**config.mk**
```make
export PLATFORM = sky130hd
export DESIGN_NAME = serial_subtractor
export DESIGN_NICKNAME = d
export VERILOG_FILES = /design/src/rtl/serial_subtractor.sv
export SDC_FILE = /design/constraint.sdc
export NUM_CORES = 1
export LEC_CHECK = 0
export ABC_CLOCK_PERIOD_IN_PS = 2700
export CORE_ASPECT_RATIO = 0.6
export CORE_MARGIN = 2
export CORE_UTILIZATION = 35
export CTS_CLUSTER_DIAMETER = 120
export DETAILED_ROUTE_END_ITERATION = 12
export PLACE_DENSITY = 0.57
export SYNTH_ARGS = -nofsm -noshare
export SYNTH_HDL_FRONTEND = slang
export SYNTH_SLANG_ARGS = --single-unit
```
**constraint.sdc**
```tcl
create_clock -name clk -period 2.7 [get_ports clk]
set_clock_uncertainty 0.2 [all_clocks]
set_input_delay 0.54 -clock clk [delete_from_list [all_inputs] [get_ports clk]]
set_output_delay 0.54 -clock clk [all_outputs]
set_load 0.005 [all_outputs]
```
**src/rtl/serial_subtractor.sv**
```systemverilog
// ============================================================================
// serial_subtractor : bit-serial two's-complement subtractor, y = a - b,
//                     one bit per clock, LSB first, with start/done handshake.
// Revision 1.0
// ============================================================================
`default_nettype none

module serial_subtractor #(
  parameter int WIDTH = 16,
  parameter int CNT_W = 5
) (
  input  logic             clk,
  input  logic             rst,
  input  logic             start,
  input  logic [WIDTH-1:0] a,
  input  logic [WIDTH-1:0] b,
  output logic             busy,
  output logic             done,
  output logic [WIDTH-1:0] y,
  output logic             borrow_out,
  output logic             overflow,
  output logic             zero
);

  typedef enum logic [1:0] {
    S_IDLE  = 2'd0,
    S_SHIFT = 2'd1,
    S_DONE  = 2'd2
  } state_t;

  state_t             state_q;
  logic [WIDTH-1:0]   a_q;
  logic [WIDTH-1:0]   b_q;
  logic [WIDTH-1:0]   res_q;
  logic               br_q;
  logic [CNT_W-1:0]   cnt_q;
  logic               a_msb_q;
  logic               b_msb_q;

  logic               busy_q;
  logic               done_q;
  logic [WIDTH-1:0]   y_q;
  logic               borrow_q;
  logic               overflow_q;
  logic               zero_q;

  // Full-subtractor cell operating on the current LSBs of the operand registers.
  logic               ai_w;
  logic               bi_w;
  logic               diff_w;
  logic               br_d;
  logic [WIDTH-1:0]   res_d;
  logic               last_w;

  assign ai_w   = a_q[0];
  assign bi_w   = b_q[0];
  assign diff_w = ai_w ^ bi_w ^ br_q;
  assign br_d   = (~ai_w & bi_w) | (~(ai_w ^ bi_w) & br_q);
  assign res_d  = {diff_w, res_q[WIDTH-1:1]};
  assign last_w = (cnt_q == CNT_W'(WIDTH - 1));

  always_ff @(posedge clk or posedge rst) begin
    if (rst) begin
      state_q    <= S_IDLE;
      a_q        <= '0;
      b_q        <= '0;
      res_q      <= '0;
      br_q       <= 1'b0;
      cnt_q      <= '0;
      a_msb_q    <= 1'b0;
      b_msb_q    <= 1'b0;
      busy_q     <= 1'b0;
      done_q     <= 1'b0;
      y_q        <= '0;
      borrow_q   <= 1'b0;
      overflow_q <= 1'b0;
      zero_q     <= 1'b1;
    end else begin
      case (state_q)
        S_IDLE: begin
          done_q <= 1'b0;
          if (start) begin
            a_q     <= a;
            b_q     <= b;
            a_msb_q <= a[WIDTH-1];
            b_msb_q <= b[WIDTH-1];
            res_q   <= '0;
            br_q    <= 1'b0;
            cnt_q   <= '0;
            busy_q  <= 1'b1;
            state_q <= S_SHIFT;
          end
        end

        S_SHIFT: begin
          a_q   <= {1'b0, a_q[WIDTH-1:1]};
          b_q   <= {1'b0, b_q[WIDTH-1:1]};
          res_q <= res_d;
          br_q  <= br_d;
          cnt_q <= cnt_q + CNT_W'(1);
          // Final bit: publish the completed result and flags in the same edge.
          if (last_w) begin
            y_q        <= res_d;
            borrow_q   <= br_d;
            overflow_q <= (a_msb_q != b_msb_q) & (res_d[WIDTH-1] != a_msb_q);
            zero_q     <= (res_d == '0);
            done_q     <= 1'b1;
            busy_q     <= 1'b0;
            state_q    <= S_DONE;
          end
        end

        S_DONE: begin
          done_q  <= 1'b0;
          state_q <= S_IDLE;
        end

        default: begin
          done_q  <= 1'b0;
          busy_q  <= 1'b0;
          state_q <= S_IDLE;
        end
      endcase
    end
  end

  assign busy       = busy_q;
  assign done       = done_q;
  assign y          = y_q;
  assign borrow_out = borrow_q;
  assign overflow   = overflow_q;
  assign zero       = zero_q;

endmodule

`default_nettype wire

```
Word-level counts from Yosys, hierarchy flattened
Index checks and enable logic that the tools add are counted. Widths: inputs -> output; s select.

Bits in registers: 79. Latch bits: 0. Bits in writable memories: 0. Memory bits (read-only): 0. Input port bits: 35. Output and inout port bits: 21. Word-level logic and storage cells: 57. Memories: 0.

Add/sub/neg operators: 1. Multiply operators: 0. Div/mod/pow operators: 0. Magnitude comparators: 0. Eq/ne operators: 7. Shift-type cells: 0. Multiplexer cells: 18. Bitwise operators: 9. Reduce and logical (&&, ||, !) cells: 8.

Operators with widths (number): $pmux 16 s2 (3); $mux 16 (3); $logic_not 16->1 (1); $pmux 5 s2 (1); $reduce_and 2->1 (4); $add 5x1->5 const B (1); $eq 5x4->1 const B (1); $mux 1 (5); $mux 5 (1); $mux 2 (2); $ne 2x2->1 const B (2); $pmux 2 s2 (1); $and 1x1->1 (3); $not 1->1 (3); $pmux 1 s3 (1); $reduce_and 3->1 (1); $eq 2x1->1 const B (1); $eq 2x2->1 const B (1); $logic_not 2->1 (1); $ne 1x1->1 (2); $pmux 1 s2 (1); $reduce_bool 2->1 (1); $xor 1x1->1 (2); $or 1x1->1 (1).

Logic depth before layout (Yosys ltp)
Gate-level depths: netlist of run 1.

Depth after elaboration: 5. Depth in mapped cells: 7. Mapped depth without buffers: 6.

Worst setup path before layout of run 1
No wires, ideal clock.

Kind: reg2reg. Start: reg cnt_q[0]. End: reg y_q[10], in the netlist y[10]. Library setup time: 125 ps. Arrival time: 1704 ps. Required time: 2375 ps. Setup slack: 672 ps. Cell stages (with the launch flop): 7. Buffers on the path: 1. Path through: dfrtp_1 > ha_1 > and3_1 > ha_1 > nand3b_1 > buf_2 > mux2_2.

Longest elaborated chain between the ends: 2.

RTL lines: start, declared (line 36) `logic [CNT_W-1:0] cnt_q;`; start signal, assigned (line 100) `cnt_q <= cnt_q + CNT_W'(1);`; $eq 5x4->1 (line 60) `assign last_w = (cnt_q == CNT_W'(WIDTH - 1));`; $reduce_and 2->1 (no line); end signal, assigned (line 103) `y_q <= res_d;`; end, declared (line 42) `logic [WIDTH-1:0] y_q;`.

Every way passes these cells. A chain may end at the register's enable or synchronous reset.

Worst setup path after layout of run 1
Start: reg cnt_q[0]. End: reg y_q[12], in the netlist y[12].

The elaborated chain is that of the path after synthesis.

==> results.sh, run 1 <==
export IMPL_synth_distinct_cells=31
export IMPL_grt_pass1_vias=2325
export IMPL_worstSetupStartpointType="flop"
export IMPL_min_period_ns=2.114
export IMPL_ys_warn_count=0
export IMPL_hold_class="reg -> reg"
export IMPL_cts_buffer_depth=2
export IMPL_synth_edf_count=0
export IMPL_hold_violations=0
export IMPL_syn_num_nets=348
export IMPL_post_cts_buffers=0
export IMPL_vdd_ir_drop_max_mv=0.3172
export IMPL_cts_root_buf="clkbuf_16"
export IMPL_cts_num_sinks=78
export IMPL_htreeDepth=3
export IMPL_cts_hold_repair_buffers=0
export IMPL_netlist_area_mm2=0.003238
export IMPL_path_clk_slew_ns=0.06
export IMPL_area_growth_pct=29.87
export IMPL_fmax_mhz=473.0
export IMPL_clk_latency_ns=0.33
export IMPL_synth_seq_area_share_pct=60.32
export IMPL_status="finished, final reports clean"
export IMPL_start_util_pct=35.63
export IMPL_dr_pass1_iters=5
export IMPL_fill_cells=839
export IMPL_cts_tree="done"
export IMPL_cts_resized=0
export IMPL_fin_tns_setup_ns=0
export IMPL_fin_nets=403
export IMPL_yosysTopAreaCell="dfrtp_1"
export IMPL_gp_congestion=0.7511
export IMPL_rsz0062_at_grt="no"
export IMPL_grt_pass1_wl_mm=12.00
export IMPL_final_antenna_net_count=0
export IMPL_core_area_mm2=0.009087
export IMPL_r2r_slack_ns=0.59
export IMPL_viasPerCell=4.805
export IMPL_worst_pin_slew_ns=0.8704
export IMPL_finalPower_mw=4.546
export IMPL_track_usage_pct=15.47
export IMPL_worstPathRequired_ns=2.71
export IMPL_cp_arrival_ns=2.13
export IMPL_r2r_cells=6
export IMPL_slew_viol_final=0
export IMPL_relSlewSlack_pct=41.97
export IMPL_drt_total_wl_mm=6.907
export IMPL_synth_area_per_cell_um2=10.45
export IMPL_yosysMostFrequentCell="nand2_1"
export IMPL_setup_violations=0
export IMPL_numCtsBuffers=9
export IMPL_power_leakage_nw=1.922
export IMPL_fin_crit_sh_pct=78.30
export IMPL_ioPinCount=56
export IMPL_hold_end="cnt_q[3]"
export IMPL_syn_inst=310
export IMPL_ys_top_cells_by_area="dfrtp_1, nand2_1, mux2_2, a22oi_1, nand3_1"
export IMPL_path_class="reg -> reg"
export IMPL_antenna_found_initial=0
export IMPL_dieArea_mm2=0.01006
export IMPL_diodes=0
export IMPL_crit_fanout=23
export IMPL_max_cap_viol_count=0
export IMPL_hp_start="cnt_q[3]"
export IMPL_num_vias=2335
export IMPL_hold_path_depth=1
export IMPL_fp_dieH_um=78.51
export IMPL_p_per_area_mw_per_mm2=1081
export IMPL_ys_async_sr_fraction_pct=100.0
export IMPL_yosysTopAreaCellShare_pct=59.51
export IMPL_yosys_top_cells_count="nand2_1, dfrtp_1, nor2_1, a22oi_1, nand3_1"
export IMPL_ys_flop_type="dfrtp_1"
export IMPL_ys_ff_latch=78
export IMPL_worstSetupEndpointType="flop"
export IMPL_layout_drive_gt1_share_pct=13.24
export IMPL_post_dp_hpwl_mm=4.573
export IMPL_rr_startpoint="cnt_q[0]"
export IMPL_grt_ovfl_total=0
export IMPL_drc=0
export IMPL_die_w_um=128.2
export IMPL_portBuffers=55
export IMPL_reg2reg_to="y[12]"
export IMPL_route_detailed_wl_per_inst_um=14.21
export IMPL_dr_first_iter_drc_count=138
export IMPL_fp_row_count=27
export IMPL_grt_max_degree=38
[cell families after synthesis]
kind of cell | after synthesis | synth area share (%)
buf+inv | 27 | 4.173
mux | 17 | 5.873
flops | 78 | 60.32
compound gates | 45 | 9.930
simple gates | 140 | 18.32
fa+ha+maj | 3 | 1.391
[report_power, final]
part	leakage, nW	internal (mW)	total (mW)	switching, mW
Clock	0.130	0.642	1.11	0.464
Combinational	0.848	0.766	1.43	0.665
Sequential	0.944	1.67	2.01	0.338
Total	1.92	3.08	4.55	1.47
[critical path, stage by stage, from the launching register on]
cell and delay (ns):
dfrtp_1 0.40, ha_1 0.23, and3_1 0.19, ha_1 0.22
nand3b_1 0.10, buf_4 0.28, mux2_2 0.37
[metal layers]
metal | GRT usage [%] | wire length (um) | vias to the layer above
met1 | 23.47 | 3712 | 1119
met5 | 0 | 0 | -
met3 | 5.590 | 361 | 2
li1 | - | - | 1159
met4 | 4.945 | 29 | 0
met2 | 20.11 | 2802 | 55
[sequential cells by signal, summed over array words and instances, names as in the netlist]
signal	count
a_q	16
b_q	16
y	16
res_q	15
cnt_q	5
state_q	2
a_msb_q	1
b_msb_q	1
borrow_out	1
br_q	1
busy	1
done	1
overflow	1
zero	1
[layout make-up]
cell class	count	area (um^2)	area share, %
flip-flops and latches	78	1953	46.44
multi-input cells	205	1157	27.52
repair buffers	64	643.1	15.29
clock buffers	10	239.0	5.683
well taps	116	145.1	3.451
clock inverters	6	37.54	0.8926
inverters	7	30.03	0.7141
[placed cells by master, fill, tap and decap left out, types with 2 or more instances in the layout]
master and instances:
nand3_1 18, nor4_1 4, o22ai_1 8, o21ai_0 8
clkinv_2 3, clkdlybuf4s50_1 55, dfrtp_1 77, nor2_1 22
clkbuf_16 9, nor3b_1 2, buf_12 2, o22ai_2 3
ha_1 2, mux2_2 16, nand2_1 85, inv_1 6
buf_4 7, a22oi_1 20, nand4_1 2, clkinvlp_4 4
[worst max-delay path by stage]
stage,start,end
floorplan,cnt_q[0],y[10]
global placement,start,a_q[14]
detailed placement,start,a_q[11]
CTS,cnt_q[0],y[12]
global route,cnt_q[0],y[9]
finish,cnt_q[0],y[12]
[metrics by stage]
| stage | hold WS [ns] | instances | cell area, um^2 | utilization (%) | worst slack [ns] |
|---|---|---|---|---|---|
| 6_report | 0.2747 | 486 | 4205 | 46.28 | 0.5858 |
| 5_1_grt | 0.3097 | 486 | 4205 | 46.28 | 0.4074 |
| 4_1_cts | 0.2748 | 486 | 4205 | 46.28 | 0.5540 |
| 3_5_place_dp | 0.2657 | 470 | 3929 | 43.23 | 0.3133 |
| 3_3_place_gp | 0.2568 | 470 | 3929 | 43.23 | 0.3604 |
| 2_1_floorplan | 0.2372 | 310 | 3242 | - | 0.6716 |
(Power assumes the default switching activity.)
==> run 2: changes to the inputs <==
--- a/config.mk
+++ b/config.mk
@@ -5,7 +5,7 @@
 export SDC_FILE = /design/constraint.sdc
 export NUM_CORES = 1
 export LEC_CHECK = 0
-export ABC_CLOCK_PERIOD_IN_PS = 2700
+export ABC_CLOCK_PERIOD_IN_PS = 1900
 export CORE_ASPECT_RATIO = 0.6
 export CORE_MARGIN = 2
 export CORE_UTILIZATION = 35
==> constraint.sdc (replaced) <==
create_clock -name clk -period 1.9 [get_ports clk]
set_clock_uncertainty 0.2 [all_clocks]
set_input_delay 0.38 -clock clk [delete_from_list [all_inputs] [get_ports clk]]
set_output_delay 0.38 -clock clk [all_outputs]
set_load 0.005 [all_outputs]
==> run 2 against run 1 <==
The flow now finishes with violations (setup timing). Sequential cell count stayed put. Clock-buffer cell count is 5 higher. Routed wire length rose by 10%. Core utilization is 3.5 points higher. Setup slack got worse by 0.60 ns. Via count grew 5.8%. Non-clock buffer count up 16. Clock power grew 48%. Die area is the same. Global-route usage up 0.68 points. Critical path type unchanged.
==> results.sh, run 2 (synthesis results as in run 1) <==
export IMPL_status="complete, but fails checks"
export IMPL_violations="setup timing"
export IMPL_worst_pin_slew_ns=0.4502
export IMPL_numCtsBuffers=9
export IMPL_gp_congestion=0.7941
export IMPL_final_common_cell="nand2_1"
export IMPL_start_util_pct=35.63
export IMPL_reg2reg_to="y[8]"
export IMPL_relSlewSlack_pct=69.71
export IMPL_cpMaxStageDelayCell="dfrtp_1"
export IMPL_path_cells="ha_2, and3_4, ha_4, nand3b_1, buf_6, clkbuf_16, mux2_4"
export IMPL_route_detailed_wl_per_inst_um=15.18
export IMPL_post_dp_hpwl_mm=4.929
export IMPL_worstSetupStartpointType="flop"
export IMPL_path_class="reg -> reg"
export IMPL_cts_tree="done"
export IMPL_cp_arrival_ns=1.94
export IMPL_grt_pass1_vias=2438
export IMPL_critPathBufInv=2
export IMPL_setup_slack_ns=-0.01912
export IMPL_dr_first_iter_drc_count=157
export IMPL_r2r_cells=7
export IMPL_cts_num_sinks=78
export IMPL_hold_class="in -> async"
export IMPL_fin_crit_sh_pct=101.0
export IMPL_dieArea_mm2=0.01006
export IMPL_crit_fanout=6
export IMPL_r2r_slack_ns=-0.02
export IMPL_cts_buffer_depth=2
export IMPL_viasPerCell=4.922
export IMPL_drt_total_wl_mm=7.621
export IMPL_num_vias=2471
export IMPL_setup_violations=10
export IMPL_worstPathRequired_ns=1.92
export IMPL_cts_root_buf="clkbuf_16"
export IMPL_clk_latency_ns=0.34
export IMPL_fmax_mhz=521.1
export IMPL_vdd_ir_drop_max_mv=0.5821
export IMPL_ioPinCount=56
export IMPL_fin_tns_setup_ns=-0.1262
export IMPL_slew_viol_final=0
export IMPL_antenna_found_initial=0
export IMPL_max_cap_viol_count=0
export IMPL_fill_cells=851
export IMPL_worstSetupEndpointType="flop"
export IMPL_drc=0
export IMPL_slowest_delay_ns=0.38
export IMPL_power_leakage_nw=2.152
export IMPL_fp_dieH_um=78.51
export IMPL_cp_top_family="flip-flops"
export IMPL_fp_row_count=27
export IMPL_hold_ws_ns=0.2016
export IMPL_grt_max_degree=27
export IMPL_layout_drive_gt1_share_pct=17.10
export IMPL_path_clk_slew_ns=0.06
export IMPL_multi_input_area_mm2=0.001244
export IMPL_fin_nets=419
export IMPL_seqCellArea_mm2=0.001953
export IMPL_final_cell_mix="nand2_1, dfrtp_1, clkdlybuf4s50_1, nor2_1, a22oi_1"
export IMPL_diodes=0
export IMPL_rr_startpoint="cnt_q[0]"
export IMPL_track_usage_pct=16.15
export IMPL_grt_ovfl_total=0
export IMPL_rsz0062_at_grt="yes"
export IMPL_min_period_ns=1.919
export IMPL_area_growth_pct=39.64
export IMPL_core_area_mm2=0.009087
export IMPL_portBuffers=55
export IMPL_dr_pass1_iters=4
export IMPL_hold_violations=0
export IMPL_p_per_area_mw_per_mm2=1528
export IMPL_die_w_um=128.2
export IMPL_htreeDepth=3
export IMPL_grt_pass1_wl_mm=12.40
export IMPL_final_antenna_net_count=0
## run 2: worst max path at each step
stage | start | end | slack, ns | cells after the start
after floorplan | cnt_q[1] | y[10] | -0.005 | 6
after detailed placement | start | br_q | -0.08 | 5
after global placement | start | br_q | -0.07 | 5
after CTS | cnt_q[1] | y[2] | 0.003 | 6
final | cnt_q[0] | y[8] | -0.02 | 7
after global routing | cnt_q[1] | y[8] | -0.06 | 7
## run 2: power breakdown
part           switching [mW]  internal (mW)  leakage (nW)  total, mW
clock network           0.648          0.991         0.140       1.64
registers               0.506           2.38         0.944       2.88
logic                    1.03           1.36          1.07       2.39
## run 2: worst register-to-register path, delay by kind of cell, from the launching register on
family	cells	cell delay [ns]
multiplexers	1	0.30
AND/OR/NAND/NOR	2	0.27
adder cells (fa/ha/maj)	2	0.35
flip-flops	1	0.38
buffers and inverters	2	0.30
## run 2: repair_timing
| item | in CTS | in global routing |
|---|---|---|
| pin swaps | 0 | 2 |
| setup endpoints to repair | 1 | 17 |
| setup buffers | 0 | 4 |
| gates cloned | 0 | 2 |
| hold buffers | 0 | 0 |
| resized for setup | 1 | 19 |
## run 2: cell type report
class	count	share of cell area, %
inverter	7	0.6641
tap	116	3.210
clock inverter	1	0.1107
sequential	78	43.19
multi-input combinational	205	27.50
clock buffer	15	6.143
timing repair buffer	80	19.18
## run 2: per-stage QoR
stage	area [um^2]	setup slack, ns	instances	utilization, %	power, mW
2_1_floorplan	3274	-0.005467	310	-	4.112
3_3_place_gp	4086	-0.06739	480	44.97	5.032
3_5_place_dp	4086	-0.07940	480	44.97	5.123
4_1_cts	4368	0.003256	496	48.07	6.790
5_1_grt	4522	-0.05835	502	49.76	7.433
6_report	4522	-0.01912	502	49.76	6.911
## run 2: per-layer routing
layer	routed length [um]	up-vias	GRT usage (%)
li1	-	1194	-
met1	4066	1212	23.48
met2	3004	55	21.39
met3	452	10	6.680
met4	97	0	5.604
met5	0	-	0
==> variant 1, RTL diff (config.mk and constraints of run 1) <==
Encoding of `state_t`: now one-hot (3 bits for 3 states).
--- a/src/rtl/serial_subtractor.sv
+++ b/src/rtl/serial_subtractor.sv
@@ -24,6 +24,6 @@
 
-  typedef enum logic [1:0] {
-    S_IDLE  = 2'd0,
-    S_SHIFT = 2'd1,
-    S_DONE  = 2'd2
+  typedef enum logic [2:0] {
+    S_IDLE  = 3'b001,
+    S_SHIFT = 3'b010,
+    S_DONE  = 3'b100
   } state_t;
Function: no difference found for any inputs over 10 cycles, from zero or initial values and one cycle with rst high; not proved beyond that.
==> variant 1 against run 1 <==
Critical path depth unchanged; wire length up 2.1%; largest power group unchanged; sequential cell count up 1; combinational power down 27%; total power down 15%; synthesized area up 3.8%; highest routed layer unchanged; worst setup slack worse by 0.087 ns; cell area up 2.3%.
==> variant 1: results (changes against run 1) <==
<table>
<tr><th>Metric</th><th>Value</th></tr>
<tr><th colspan="2">Synth</th></tr>
<tr><td>Share of synthesized area occupied by flip-flops and latches</td><td>58.9% (was 60.3%)</td></tr>
<tr><td>Count of cell types in the netlist</td><td>32 (was 31)</td></tr>
<tr><td>Synth top area cells</td><td>sky130_fd_sc_hd__dfrtp_1 57%, sky130_fd_sc_hd__nand2_1 8.0%, sky130_fd_sc_hd__a31oi_1 5.6% (was sky130_fd_sc_hd__dfrtp_1 60%, sky130_fd_sc_hd__nand2_1 9.9%, sky130_fd_sc_hd__mux2_2 5.6%)</td></tr>
<tr><th colspan="2">Power and ir drop</th></tr>
<tr><td>Power of the sequential group</td><td>1710 µW (was 2010 µW)</td></tr>
<tr><td>Leakage power figure</td><td>0.00195 µW (was 0.00192 µW)</td></tr>
<tr><th colspan="2">Place</th></tr>
<tr><td>Weighted congestion at the end of routability-driven global placement</td><td>0.711 (was 0.751)</td></tr>
<tr><td>DP Worst Slack</td><td>0.455 ns (was 0.313 ns)</td></tr>
<tr><td>Final HPWL from detailed placement</td><td>4.48 mm (was 4.57 mm)</td></tr>
<tr><td>Placed cell count</td><td>481 (was 470)</td></tr>
<tr><td>Post-DP Area</td><td>4020 µm² (was 3930 µm²)</td></tr>
<tr><th colspan="2">Drt</th></tr>
<tr><td>Iter 0 DRT Violations</td><td>170 (was 138)</td></tr>
<tr><td>Routed vias</td><td>2,415 (was 2,335)</td></tr>
<tr><td>DR vias/cell</td><td>4.86 (was 4.80)</td></tr>
<tr><td>DR WL met2</td><td>2.83 mm (was 2.80 mm)</td></tr>
<tr><td>Metal3 WL</td><td>375 µm (was 361 µm)</td></tr>
<tr><td>Number of search-and-repair iterations in the first detailed-routing pass</td><td>4 (was 5)</td></tr>
<tr><th colspan="2">GRT</th></tr>
<tr><td>First-pass GRT wire length</td><td>11.8 mm (was 12.0 mm)</td></tr>
<tr><td>Largest net degree at the start of global routing</td><td>80 (was 38)</td></tr>
<tr><td>Aggregate global-route resource usage</td><td>14.7% (was 15.5%)</td></tr>
<tr><td>Met3 global-route usage</td><td>5.03% (was 5.59%)</td></tr>
<tr><td>Global routing usage on met1</td><td>21.4% (was 23.5%)</td></tr>
<tr><th colspan="2">Layout</th></tr>
<tr><td>Count of fill cells added during filler insertion</td><td>884 (was 839)</td></tr>
<tr><td>Share of final-layout standard cells stronger than drive strength 1</td><td>13.1% (was 13.2%)</td></tr>
<tr><td>Area of combinational cells with multiple inputs</td><td>1230 µm² (was 1160 µm²)</td></tr>
<tr><th colspan="2">Status</th></tr>
<tr><td>Status</td><td>completed (unchanged)</td></tr>
<tr><th colspan="2">Hold path</th></tr>
<tr><td>Number of instances on the worst hold path</td><td>2 (was 1)</td></tr>
<tr><th colspan="2">STA</th></tr>
<tr><td>Max transition margin</td><td>60.7% (was 42.0%)</td></tr>
</table>
[variant 1: final timing paths]
path / start / endpoint / slack, ns
worst max-delay path: cnt_q[0] / y[10] / 0.50
worst min-delay path: zero / zero / 0.28
worst max register to register: cnt_q[0] / y[10] / 0.50
worst min register to register: zero / zero / 0.28
max in group asynchronous: rst / zero / 1.45
min in group asynchronous: rst / y[2] / 0.47
[variant 1: logic make-up after synthesis]
group / share of synthesized area, %
flip-flops: 58.9
AO/OA/AOI/OAI: 12.5
adder cells (fa/ha/maj): 1.34
multiplexers: 6.48
buffers and inverters: 4.62
XOR/XNOR: 0.261
AND/OR/NAND/NOR: 15.9
[variant 1: area by class of cell]
class | count | share of cell area, %
clock buffers | 12 | 5.96
clock inverters | 4 | 0.466
inverters | 5 | 0.524
multi-input cells | 205 | 28.6
flip-flops and latches | 79 | 46.0
well taps | 130 | 3.78
repair buffers | 62 | 14.6
==> variant 2, RTL diff (flow settings as in run 1) <==
Without the edit above. Change the parameter `WIDTH` from 16 to 24.
--- a/src/rtl/serial_subtractor.sv
+++ b/src/rtl/serial_subtractor.sv
@@ -8,3 +8,3 @@
 module serial_subtractor #(
-  parameter int WIDTH = 16,
+  parameter int WIDTH = 24,
   parameter int CNT_W = 5
Interface: changed (resized a, b and y); port bits go from 56 to 80. No check against the original RTL was run, so the function may have changed too.
==> variant 2 against run 1 <==
Worst setup slack got worse by 0.016 ns; critical path type unchanged; largest cell class unchanged; core utilization is 1.2 points lower; clock power increased by 23%; non-clock buffer count grew 26; wire length rose by 73%; fmax fell by 0.73%; largest power group unchanged; total power rose by 39%; first-iteration DRC count increased by 120%; sequential cell count grew 32; count of clock-buffer cells in the layout shrank 1; synthesized area rose by 55%; sequential power rose by 44%; cell area up 48%.
==> variant 2: results (changes against run 1) <==
<table>
<tr><th>Metric</th><th>Value</th></tr>
<tr><th colspan="2">Layout</th></tr>
<tr><td>Syn-to-layout area delta</td><td>24.2% (was 29.9%)</td></tr>
<tr><td>NumNets Final</td><td>549 (was 403)</td></tr>
<tr><td>Share of final-layout standard cells stronger than drive strength 1</td><td>12.8% (was 13.2%)</td></tr>
<tr><th colspan="2">Critical path</th></tr>
<tr><td>Largest driver fanout on the critical path</td><td>26 (was 23)</td></tr>
<tr><td>Internal reg-to-reg setup slack</td><td>0.57 ns (was 0.59 ns)</td></tr>
<tr><th colspan="2">Synth</th></tr>
<tr><td>Fraction of the mapped netlist area in adder cells</td><td>0.649% (was 1.39%)</td></tr>
<tr><td>Count of cell types in the netlist</td><td>39 (was 31)</td></tr>
<tr><td>Post-Synthesis Net Count</td><td>484 (was 348)</td></tr>
<tr><td>Synth top area cells</td><td>sky130_fd_sc_hd__dfrtp_1 54%, sky130_fd_sc_hd__a22oi_1 6.4%, sky130_fd_sc_hd__mux2_4 5.4% (was sky130_fd_sc_hd__dfrtp_1 60%, sky130_fd_sc_hd__nand2_1 9.9%, sky130_fd_sc_hd__mux2_2 5.6%)</td></tr>
<tr><td>Share of synthesized area occupied by flip-flops and latches</td><td>54.9% (was 60.3%)</td></tr>
<tr><td>Share of synthesized area spent on multiplexers</td><td>7.59% (was 5.87%)</td></tr>
<tr><td>Synth top cells by count</td><td>109 x sky130_fd_sc_hd__dfrtp_1, 53 x sky130_fd_sc_hd__o21ai_0, 46 x sky130_fd_sc_hd__a21oi_1 (was 85 x sky130_fd_sc_hd__nand2_1, 77 x sky130_fd_sc_hd__dfrtp_1, 22 x sky130_fd_sc_hd__nor2_1)</td></tr>
<tr><td>Compound-gate portion of the synthesized area</td><td>21.9% (was 9.93%)</td></tr>
<tr><th colspan="2">Drt</th></tr>
<tr><td>Routed wire length per instance</td><td>17.2 µm (was 14.2 µm)</td></tr>
<tr><td>DR vias/cell</td><td>5.16 (was 4.80)</td></tr>
<tr><td>Number of search-and-repair iterations in the first detailed-routing pass</td><td>4 (was 5)</td></tr>
<tr><td>Iter 0 DRT Violations</td><td>298 (was 138)</td></tr>
<tr><th colspan="2">GRT</th></tr>
<tr><td>Largest net degree at the start of global routing</td><td>111 (was 38)</td></tr>
<tr><td>Vias in the first global route</td><td>3,599 (was 2,325)</td></tr>
<tr><th colspan="2">Place</th></tr>
<tr><td>Weighted congestion at the end of routability-driven global placement</td><td>0.763 (was 0.751)</td></tr>
<tr><td>Count of buffers inserted at the top-level ports</td><td>79 (was 55)</td></tr>
<tr><td>Placed cell count</td><td>677 (was 470)</td></tr>
<tr><th colspan="2">STA</th></tr>
<tr><td>Max transition margin</td><td>29.1% (was 42.0%)</td></tr>
<tr><th colspan="2">Power and ir drop</th></tr>
<tr><td>Leakage power figure</td><td>0.00258 µW (was 0.00192 µW)</td></tr>
<tr><th colspan="2">Status</th></tr>
<tr><td>Status</td><td>completed (unchanged)</td></tr>
</table>
==> variant 2: changes by cell type after synthesis, moves of 23 or more <==
cell,run 1,this run
sky130_fd_sc_hd__dfrtp_1,77,109
sky130_fd_sc_hd__a22o_1,0,26
sky130_fd_sc_hd__a22oi_1,20,43
sky130_fd_sc_hd__a21oi_1,1,46
sky130_fd_sc_hd__nor2b_1,2,43
sky130_fd_sc_hd__nand2_1,85,6
sky130_fd_sc_hd__o21ai_0,8,53
==> variant 2: cell type report <==
class                   instances  area [µm²]
flip-flops and latches        110        2760
repair buffers                 90         881
clock inverters                 7        81.3
multi-input cells             282        2030
clock buffers                   9         225
inverters                       3        15.0
well taps                     192         240
fillers                      1281        7600
==> variant 2: final timing paths <==
check                      startpoint         to  cells after the start
max in group asynchronous         rst    a_q[18]                      3
min                           a_q[20]    a_q[20]                      2
min reg2reg                   a_q[20]    a_q[20]                      2
max                          cnt_q[0]      y[23]                      4
max reg2reg                  cnt_q[0]      y[23]                      4
min in group asynchronous         rst  res_q[18]                      3
==> variant 2: report_power, final <==
group | switching (µW) | internal [µW]
sequential | 563 | 2330
combinational | 873 | 1200
clock | 633 | 732
total | 2070 | 4260
==> variant 2: through the flow <==
stage / util [%] / setup slack (ns) / instance area [µm²] / hold slack, ns
finish: 45.0 / 0.570 / 6230 / 0.285
global route: 45.0 / 0.447 / 6230 / 0.319
CTS: 45.0 / 0.561 / 6230 / 0.288
detailed placement: 42.8 / 0.457 / 5920 / 0.271
global placement: 42.8 / 0.519 / 5920 / 0.264
floorplan: - / 0.631 / 5020 / 0.250
==> variant 2: logic make-up (layout without fill, tap and decap cells) <==
family                   after synthesis  in the layout
AND/OR/NAND/NOR                       76             76
buffers and inverters                 39            109
multiplexers                          28             28
adder cells (fa/ha/maj)                2              2
flip-flops                           110            110
AO/OA/AOI/OAI                        176            176
==> variant 2: metal layers <==
metal | global-route usage (%) | up-vias | wire length, µm
li1 | - | 1713 | -
met1 | 25.5 | 1779 | 6340
met2 | 22.6 | 77 | 4900
met3 | 4.97 | 7 | 625
met4 | 1.87 | 0 | 59
met5 | 0 | - | 0
==> variant 2: worst register-to-register path: cells and delay by family (launching register included) <==
family                     cells  cell delay, ns
adders and majority gates      1            0.31
muxes                          1            0.42
DFF                            1            0.39
and+or+nand+nor                2            0.71
